--- src/rtl/uart_pkg.sv ---
// Shared UART definitions for the transmit and receive paths: frame FSM
// states, default frame/FIFO parameters and the baud divisor helper.
package uart_pkg;

    localparam int CLK_FREQ = 100_000_000;
    localparam int BAUD     = 19200;

    // Rounded clocks per oversampling tick.
    function automatic int baud_dvsr(input int clk_hz, input int baud_rate, input int oversample);
        return (clk_hz + (baud_rate * oversample) / 2) / (baud_rate * oversample);
    endfunction

    localparam int DBIT_DEF    = 8;
    localparam int SB_TICK_DEF = 16;
    localparam int DVSR_DEF    = baud_dvsr(CLK_FREQ, BAUD, SB_TICK_DEF);
    localparam int FIFO_W_DEF  = 2;

    typedef enum logic [1:0] {
        IDLE  = 2'd0,
        START = 2'd1,
        DATA  = 2'd2,
        STOP  = 2'd3
    } state_t;

endpackage

--- src/rtl/uart_tx_unit_if.sv ---
// Byte write port of the UART transmitter plus its status flags and FSM state.
// wr is a one-cycle strobe: a byte is accepted on every clock where wr=1 and
// tx_full=0, and silently dropped when tx_full=1; there is no other handshake.
interface uart_tx_unit_if #(
    parameter int DBIT = 8
);
    import uart_pkg::*;

    logic            wr;
    logic [DBIT-1:0] w_data;
    logic            tx_full;
    logic            tx_empty;
    logic            tx_busy;
    state_t          dbg_state;

    modport master (output wr, w_data, input tx_full, tx_empty, tx_busy, dbg_state);
    modport slave  (input wr, w_data, output tx_full, tx_empty, tx_busy, dbg_state);

endinterface

--- src/rtl/uart_fifo.sv ---
// Small synchronous FIFO with registered full/empty flags; shared by the
// UART transmit and receive paths.
module uart_fifo #(
    parameter int W      = 8,
    parameter int FIFO_W = 2
) (
    input  logic         clk,
    input  logic         reset,
    input  logic         wr,
    input  logic         rd,
    input  logic [W-1:0] w_data,
    output logic [W-1:0] r_data,
    output logic         full,
    output logic         empty
);
    localparam int DEPTH = 2 ** FIFO_W;

    logic [W-1:0]      mem_q [DEPTH];
    logic [FIFO_W-1:0] wptr_q, wptr_d, rptr_q, rptr_d;
    logic              full_q, full_d, empty_q, empty_d;
    logic              push, pop;

    // A write while full is dropped even if a pop frees a slot this cycle.
    assign push = wr && !full_q;
    assign pop  = rd && !empty_q;

    always_ff @(posedge clk) begin
        if (push) mem_q[wptr_q] <= w_data;
    end

    always_ff @(posedge clk or negedge reset) begin
        if (!reset) begin
            wptr_q  <= '0;
            rptr_q  <= '0;
            full_q  <= 1'b0;
            empty_q <= 1'b1;
        end else begin
            wptr_q  <= wptr_d;
            rptr_q  <= rptr_d;
            full_q  <= full_d;
            empty_q <= empty_d;
        end
    end

    always_comb begin
        wptr_d  = wptr_q;
        rptr_d  = rptr_q;
        full_d  = full_q;
        empty_d = empty_q;
        unique case ({push, pop})
            2'b10: begin
                wptr_d  = wptr_q + 1'b1;
                empty_d = 1'b0;
                full_d  = (wptr_d == rptr_q);
            end
            2'b01: begin
                rptr_d  = rptr_q + 1'b1;
                full_d  = 1'b0;
                empty_d = (rptr_d == wptr_q);
            end
            2'b11: begin
                wptr_d = wptr_q + 1'b1;
                rptr_d = rptr_q + 1'b1;
            end
            default: ;
        endcase
    end

    assign r_data = mem_q[rptr_q];
    assign full   = full_q;
    assign empty  = empty_q;

endmodule

--- src/rtl/uart_tx_unit.sv ---
// UART 8N1 transmitter: byte FIFO feeding a serializer timed by an internal
// oversampling tick generator. The serial pin is driven from a flop.
module uart_tx_unit
    import uart_pkg::*;
#(
    parameter int DBIT    = DBIT_DEF,
    parameter int SB_TICK = SB_TICK_DEF,
    parameter int DVSR    = DVSR_DEF,
    parameter int FIFO_W  = FIFO_W_DEF
) (
    input  logic          clk,
    input  logic          reset,
    uart_tx_unit_if.slave bus,
    output logic          tx
);
    localparam int CW = (DVSR > 1) ? $clog2(DVSR) : 1;
    localparam int SW = (SB_TICK > 1) ? $clog2(SB_TICK) : 1;
    localparam int NW = (DBIT > 1) ? $clog2(DBIT) : 1;

    state_t          state_q, state_d;
    logic [CW-1:0]   cnt_q, cnt_d;
    logic [SW-1:0]   s_q, s_d;
    logic [NW-1:0]   n_q, n_d;
    logic [DBIT-1:0] shift_q, shift_d;
    logic            tx_q, tx_d;
    logic            tick, pop, last_tick;
    logic            fifo_full, fifo_empty;
    logic [DBIT-1:0] fifo_rdata;

    uart_fifo #(.W(DBIT), .FIFO_W(FIFO_W)) u_fifo (
        .clk    (clk),
        .reset  (reset),
        .wr     (bus.wr),
        .rd     (pop),
        .w_data (bus.w_data),
        .r_data (fifo_rdata),
        .full   (fifo_full),
        .empty  (fifo_empty)
    );

    assign tick      = (cnt_q == CW'(DVSR - 1));
    assign last_tick = tick && (s_q == SW'(SB_TICK - 1));

    always_ff @(posedge clk or negedge reset) begin
        if (!reset) begin
            state_q <= IDLE;
            cnt_q   <= '0;
            s_q     <= '0;
            n_q     <= '0;
            shift_q <= '0;
            tx_q    <= 1'b1;
        end else begin
            state_q <= state_d;
            cnt_q   <= cnt_d;
            s_q     <= s_d;
            n_q     <= n_d;
            shift_q <= shift_d;
            tx_q    <= tx_d;
        end
    end

    // Every state lasts SB_TICK ticks; the tick counter restarts on frame entry
    // so the start bit is full length.
    always_comb begin
        state_d = state_q;
        cnt_d   = tick ? '0 : cnt_q + 1'b1;
        s_d     = tick ? s_q + 1'b1 : s_q;
        n_d     = n_q;
        shift_d = shift_q;
        pop     = 1'b0;
        unique case (state_q)
            IDLE: begin
                s_d = s_q;
                if (!fifo_empty) begin
                    shift_d = fifo_rdata;
                    pop     = 1'b1;
                    cnt_d   = '0;
                    s_d     = '0;
                    n_d     = '0;
                    state_d = START;
                end
            end
            START: begin
                if (last_tick) begin
                    s_d     = '0;
                    state_d = DATA;
                end
            end
            DATA: begin
                if (last_tick) begin
                    s_d     = '0;
                    shift_d = shift_q >> 1;
                    if (n_q == NW'(DBIT - 1)) state_d = STOP;
                    else n_d = n_q + 1'b1;
                end
            end
            STOP: begin
                if (last_tick) begin
                    s_d     = '0;
                    state_d = IDLE;
                end
            end
            default: state_d = IDLE;
        endcase
    end

    // Line level for the next cycle, registered so the pin is glitch-free.
    always_comb begin
        tx_d = 1'b1;
        unique case (state_d)
            START:   tx_d = 1'b0;
            DATA:    tx_d = shift_d[0];
            default: tx_d = 1'b1;
        endcase
    end

    assign tx            = tx_q;
    assign bus.tx_full   = fifo_full;
    assign bus.tx_empty  = fifo_empty;
    assign bus.tx_busy   = (state_q != IDLE);
    assign bus.dbg_state = state_q;

endmodule

--- src/flat_wrapper.sv ---
// flat-port wrapper written by rule: the top's interface ports become plain ports
module uart_tx_unit_flat import uart_pkg::*;
#(
    parameter int DBIT    = DBIT_DEF,
    parameter int SB_TICK = SB_TICK_DEF,
    parameter int DVSR    = DVSR_DEF,
    parameter int FIFO_W  = FIFO_W_DEF
)
  (clk, reset, tx, bus_wr, bus_w_data, bus_tx_full, bus_tx_empty, bus_tx_busy, bus_dbg_state);
  uart_tx_unit_if #(.DBIT(DBIT)) bus_i ();
  input  logic clk;
  input  logic reset;
  output logic tx;
  input wire logic [$bits(bus_i.wr)-1:0] bus_wr;
  input wire logic [$bits(bus_i.w_data)-1:0] bus_w_data;
  output wire logic [$bits(bus_i.tx_full)-1:0] bus_tx_full;
  output wire logic [$bits(bus_i.tx_empty)-1:0] bus_tx_empty;
  output wire logic [$bits(bus_i.tx_busy)-1:0] bus_tx_busy;
  output wire logic [$bits(bus_i.dbg_state)-1:0] bus_dbg_state;
  assign bus_i.wr = bus_wr;
  assign bus_i.w_data = bus_w_data;
  assign bus_tx_full = bus_i.tx_full;
  assign bus_tx_empty = bus_i.tx_empty;
  assign bus_tx_busy = bus_i.tx_busy;
  assign bus_dbg_state = bus_i.dbg_state;
  uart_tx_unit #(.DBIT(DBIT), .SB_TICK(SB_TICK), .DVSR(DVSR), .FIFO_W(FIFO_W)) u_core (.clk(clk), .reset(reset), .bus(bus_i), .tx(tx));
endmodule
--- config.mk ---
export PLATFORM = sky130hd
export DESIGN_NAME = uart_tx_unit_flat
export DESIGN_NICKNAME = d
export VERILOG_FILES = /design/src/rtl/uart_pkg.sv /design/src/rtl/uart_tx_unit_if.sv /design/src/rtl/uart_fifo.sv /design/src/rtl/uart_tx_unit.sv /design/src/flat_wrapper.sv
export SDC_FILE = /design/constraint.sdc
export NUM_CORES = 1
export LEC_CHECK = 0
export CAP_MARGIN = 20
export CORE_ASPECT_RATIO = 0.6
export CORE_MARGIN = 2
export CORE_UTILIZATION = 55
export CTS_BUF_LIST = sky130_fd_sc_hd__clkbuf_8
export DETAILED_ROUTE_END_ITERATION = 10
export PLACE_DENSITY = 0.74
export SLEW_MARGIN = 30
export SYNTH_ARGS = -nofsm -noshare
export SYNTH_HDL_FRONTEND = slang
export SYNTH_HIERARCHICAL = 1
export SYNTH_SLANG_ARGS = --single-unit
export TNS_END_PERCENT = 1
--- constraint.sdc ---
create_clock -name clk -period 4.02 [get_ports clk]
set_input_delay 0.804 -clock clk [delete_from_list [all_inputs] [get_ports clk]]
set_output_delay 0.804 -clock clk [all_outputs]
set_load 0.03 [all_outputs]
==> run metrics, run 1 <==
outcome complete, no violations; Fin. Hold Viols 0; Total Wirelength 5.41 mm; Final WS setup 1.24 ns; critical path peak fanout 15; CP startpoint kind flip-flop; CTS root buffer clkbuf_8; RSZ-0062 raised after global routing no; final net count 255; GRT Overall Usage 20.3%; Fin Hold WS 0.510 ns; die width 98.8 um; Initial Utilization 57.8%; MaxCap Viol Count 0; worst skew pair latency 0.33 ns; gr ovfl total 0; average wire per standard cell 17.7 um; clock net sink count 65; PD cells 458 nW/um^2; post-placement cell area 3180 sq um; element type at the critical path end primary output; setup bufs post-CTS 0; most frequent cells in the layout edfxtp_1, dfrtp_1, clkdlybuf4s50_1; min cycle time layout 2.78 ns; TritonRoute pass-1 iters 4; Async SR Flop Fraction 50.8%; Port Buf Inserts 16; fin util 66.0%; post-synthesis cell type count 47; CTS Hold Bufs 0; area of the mapped netlist 2970 sq um; fin cells 305; post-cts resize count 0; Leak Pwr 1.33 nW; Max Clock Freq 0.360 GHz; pin count of the biggest net entering global routing 34; post-synthesis cell count 212; Site Rows 20; skew final 0.00401 ns; CTS H-tree lvls 3; Worst-path clk slew 0.07 ns; WP data required 3.22 ns; DRT iter0 DRCs 167; DRT antenna net count 0; headroom to the max-slew limit 55.6%; Max clock buf depth 2; core area 5130 sq um; Power Total 1.55 mW; design area 3380 sq um; VDD IR-drop max 289 uV; Ys Warns 6; Area Overhead vs Synth 14.1%; first-pass GRT wire length 8.91 mm; CTS tree built; via count 1778; worst slew pin tran 0.666 ns; final antenna diode count 0; worst min-delay path class flip-flop to flip-flop; fin crit share 69.1%; synthesis-stage register bit count 65; prevailing post-synth register cell edfxtp_1; number of vias per cell 5.83; dpl ws 1.26 ns; Final Setup Violations 0; chip height 60.9 um; # IOs 17; number of global-route vias before repair 1748; initial antenna violation count 0; critical setup path kind flip-flop to primary output; Syn Nets 233; Routability Congestion 0.884; Post-DP HPWL 3.72 mm; Post-route DRC 0; number of CTS-inserted buffers 9; FF-to-FF setup slack 1.65 ns; register area share after synthesis 60.3%; Syn Area/Cell 14.0 sq um; die area 6010 sq um; share of layout cells above drive strength 1 12.6%; DP Cell Count 289; Slew Limit Fails 0; EDFF count, synth 32; WP data arrival 1.97 ns; setup TNS 0 ns; commonest non-fill, non-tap cell in the layout edfxtp_1
## path summary, 6_finish.rpt
kind / to / cells past startpoint / start
max in group asynchronous: u_core/tx$_DFF_PN1_ / 2 / reset
hold reg to reg: u_core/n_q[1]$_DFFE_PN0P_ / 1 / u_core/n_q[1]$_DFFE_PN0P_
min in group asynchronous: u_core/cnt_q[3]$_DFF_PN0_ / 2 / reset
setup / recovery: bus_tx_busy / 3 / u_core/bus.dbg_state[1]$_DFF_PN0_
hold / removal: u_core/n_q[1]$_DFFE_PN0P_ / 1 / u_core/n_q[1]$_DFFE_PN0P_
setup reg to reg: u_core/u_fifo/empty$_DFFE_PN1P_ / 7 / u_core/bus.dbg_state[1]$_DFF_PN0_
## worst max-delay path, cell delays in order (launching register included)
cell	delay (ns)
dfrtp_1	0.62
nor2_1	0.19
inv_1	0.15
clkdlybuf4s50_1	0.69
## logic make-up (layout without fill, tap and decap cells)
kind of cell             count (synthesis)  count (layout)  share of synthesized area, %
AND/OR/NAND/NOR                         71              71                          14.0
adder cells (fa/ha/maj)                 10              10                          4.22
multiplexers                             9               9                          6.84
buffers and inverters                   13              40                          1.98
flip-flops                              65              65                          60.3
AO/OA/AOI/OAI                           30              30                          8.52
XOR/XNOR                                14              14                          4.13
## synth_stat cells (all sizes together) (3+ instances only)
cell type | instances | area, sq um
a221o | 7 | 70.1
a31oi | 3 | 18.8
and2 | 11 | 68.8
and3 | 3 | 18.8
buf | 3 | 21.3
clkbuf | 3 | 11.3
dfrtp | 31 | 776
edfxtp | 32 | 961
ha | 10 | 125
inv | 6 | 22.5
mux4 | 8 | 191
nand2 | 14 | 52.6
nand3 | 7 | 35.0
nor2 | 13 | 48.8
nor2b | 3 | 18.8
nor3 | 4 | 31.3
o21ai | 7 | 35.0
xnor2 | 4 | 35.0
xor2 | 10 | 87.6
## where the power goes
part	leakage [nW]	switching, mW	internal [mW]	total, mW
combinational	0.540	0.112	0.0737	0.186
clock	0.0885	0.264	0.290	0.554
sequential	0.702	0.0338	0.777	0.811
total	1.33	0.409	1.14	1.55
## area by class of cell
type / instances / area, sq um
sequential: 65 / 1790
fill: 388 / 1750
multi-input combinational: 134 / 1120
timing repair buffer: 17 / 168
clock buffer: 9 / 124
tap: 66 / 82.6
clock inverter: 7 / 77.6
inverter: 7 / 26.3
## sequential cells by signal (all words and copies together), names as in the netlist
name                  cells
u_core/u_fifo/mem_q      32
u_core/cnt_q              9
u_core/shift_q            8
u_core/s_q                4
u_core/n_q                3
u_core/bus.dbg_state      2
u_core/u_fifo/rptr_q      2
u_core/u_fifo/wptr_q      2
u_core/tx                 1
u_core/u_fifo/empty       1
u_core/u_fifo/full        1
## metal layers
layer / up-vias / global-route usage, % / routed length, um
met1: 870 / 30.5 / 2820
met5: - / 0 / 0
li1: 844 / - / -
met3: 6 / 6.45 / 332
met4: 0 / 8.61 / 47
met2: 58 / 27.5 / 2210
No activity file was read; power rests on OpenSTA's default activity.
==> run 2, diff against run 1 <==
PLACE_DENSITY = 0.77   (was 0.74)
clock period = 2.4 ns   (was 4.02 ns; I/O delays follow)
==> run metrics, run 2 (synthesis gave the netlist of run 1 again) <==
outcome complete, no violations; headroom to the max-slew limit 64.4%; number of CTS-inserted buffers 9; worst min-delay path class flip-flop to flip-flop; VDD IR-drop max 473 uV; Final Setup Violations 0; number of vias per cell 5.72; min cycle time layout 2.23 ns; fin crit share 93.1%; Area Overhead vs Synth 15.7%; skew final 0.00984 ns; Fin. Hold Viols 0; Port Buf Inserts 16; CTS root buffer clkbuf_8; die area 6010 sq um; average wire per standard cell 16.9 um; TritonRoute pass-1 iters 4; Max Clock Freq 0.448 GHz; die width 98.8 um; pin count of the biggest net entering global routing 34; CTS H-tree lvls 3; first-pass GRT wire length 9.02 mm; DRT iter0 DRCs 85; Worst-path clk slew 0.07 ns; Site Rows 20; CTS tree built; CTS Hold Bufs 0; Initial Utilization 57.8%; Max clock buf depth 2; Total Wirelength 5.27 mm; Fin Hold WS 0.510 ns; setup TNS 0 ns; setup bufs post-CTS 0; RSZ-0062 raised after global routing no; PD cells 756 nW/um^2; Leak Pwr 1.37 nW; via count 1778; clock net sink count 65; critical path peak fanout 8; Worst Setup EP bus_tx_busy; worst skew pair latency 0.35 ns; final antenna diode count 0; MaxCap Viol Count 0; FF-to-FF setup slack 0.18 ns; WP data required 1.92 ns; GRT Overall Usage 20.6%; fillers 377; worst r2r src u_core/bus.dbg_state[1]$_DFF_PN0_; Slew Limit Fails 0; r2r endpoint u_core/u_fifo/empty$_DFFE_PN1P_; element type at the critical path end primary output; chip height 60.9 um; Routability Congestion 0.850; critical setup path kind flip-flop to primary output; gr ovfl total 0; CP startpoint kind flip-flop; Reg with most FFs u_core/u_fifo/mem_q; Largest register FFs 32; initial antenna violation count 0; Post-DP HPWL 3.63 mm; Worst Reg-to-Reg Cells 7; most frequent cells in the layout edfxtp_1, dfrtp_1, clkdlybuf4s50_1; Post-route DRC 0; # IOs 17; number of global-route vias before repair 1747; Critical Path Start u_core/bus.dbg_state[1]$_DFF_PN0_; commonest non-fill, non-tap cell in the layout edfxtp_1; core area 5130 sq um; WP data arrival 1.75 ns; share of layout cells above drive strength 1 14.7%; biggest registers after layout u_core/u_fifo/mem_q: 32 flops, u_core/cnt_q: 9 flops, u_core/shift_q: 8 flops; final net count 261; DRT antenna net count 0; worst slew pin tran 0.533 ns
run 2: changes by cell type in the layout (fill, tap and decap cells not counted):
| cell | delta |
|---|---|
| inv_6 | +1 |
| clkinv_1 | +1 |
| nor2_2 | +1 |
| buf_4 | +6 |
| clkinv_4 | +2 |
| nor2_1 | -1 |
| clkinvlp_4 | -4 |
run 2: repair_timing:
item	4_1_cts	5_1_grt
resized for setup	0	1
hold endpoints to repair	0	0
endpoints found under the setup margin	0	1
run 2: cell type report:
class	instances	area (sq um)	share of cell area [%]
inverters	7	26.3	0.766
flip-flops and latches	65	1790	52.1
clock buffers	9	124	3.61
multi-input cells	134	1120	32.6
well taps	66	82.6	2.41
clock inverters	7	77.6	2.26
repair buffers	23	213	6.20
run 2: per-stage QoR:
stage	worst slack [ns]	util, %	instances	cell area [sq um]	power [mW]
global route	0.0379	66.9	311	3430	2.72
CTS	0.0736	66.9	311	3430	2.63
global placement	0.340	62.9	295	3230	1.67
floorplan	0.122	-	212	2970	1.56
detailed placement	0.202	62.9	295	3230	1.68
finish	0.167	66.9	311	3430	2.59
run 2: how the worst min path moves through the flow:
| stage | from | to | slack (ns) | cells after the start |
|---|---|---|---|---|
| finish | u_core/n_q[1]$_DFFE_PN0P_ | u_core/n_q[1]$_DFFE_PN0P_ | 0.51 | 1 |
| global route | reset | u_core/cnt_q[0]$_DFF_PN0_ | 0.54 | 2 |
| global placement | u_core/n_q[2]$_DFFE_PN0P_ | u_core/n_q[2]$_DFFE_PN0P_ | 0.49 | 1 |
| detailed placement | u_core/n_q[2]$_DFFE_PN0P_ | u_core/n_q[2]$_DFFE_PN0P_ | 0.49 | 1 |
| floorplan | reset | u_core/bus.dbg_state[0]$_DFF_PN0_ | 0.18 | 0 |
| CTS | u_core/n_q[2]$_DFFE_PN0P_ | u_core/n_q[2]$_DFFE_PN0P_ | 0.51 | 1 |
run 2: worst max-delay path, cell delays in order (launching register included):
cell             delay [ns]
dfrtp_1                0.47
nor2_2                 0.23
inv_1                  0.10
clkdlybuf4s50_1        0.60
run 2: where the power goes:
part / switching, mW / total (mW) / internal [mW] / leakage (nW)
registers: 0.0493 / 1.35 / 1.30 / 0.702
clock network: 0.446 / 0.935 / 0.490 / 0.102
logic: 0.180 / 0.309 / 0.129 / 0.569
total: 0.675 / 2.59 / 1.92 / 1.37
run 2: per-layer routing:
layer	vias up	share of wire (%)	GRT usage [%]
met5	-	0	0
met4	0	1.0	5.28
met3	8	4.7	9.68
met1	879	54	30.0
met2	37	40	27.9
li1	854	-	-
==> run 3, diff against run 2 <==
CTS_CLUSTER_DIAMETER = 120   (was unset)
==> results of run 3 <==
Final layout, timing and power as in run 2 (identical DEF).
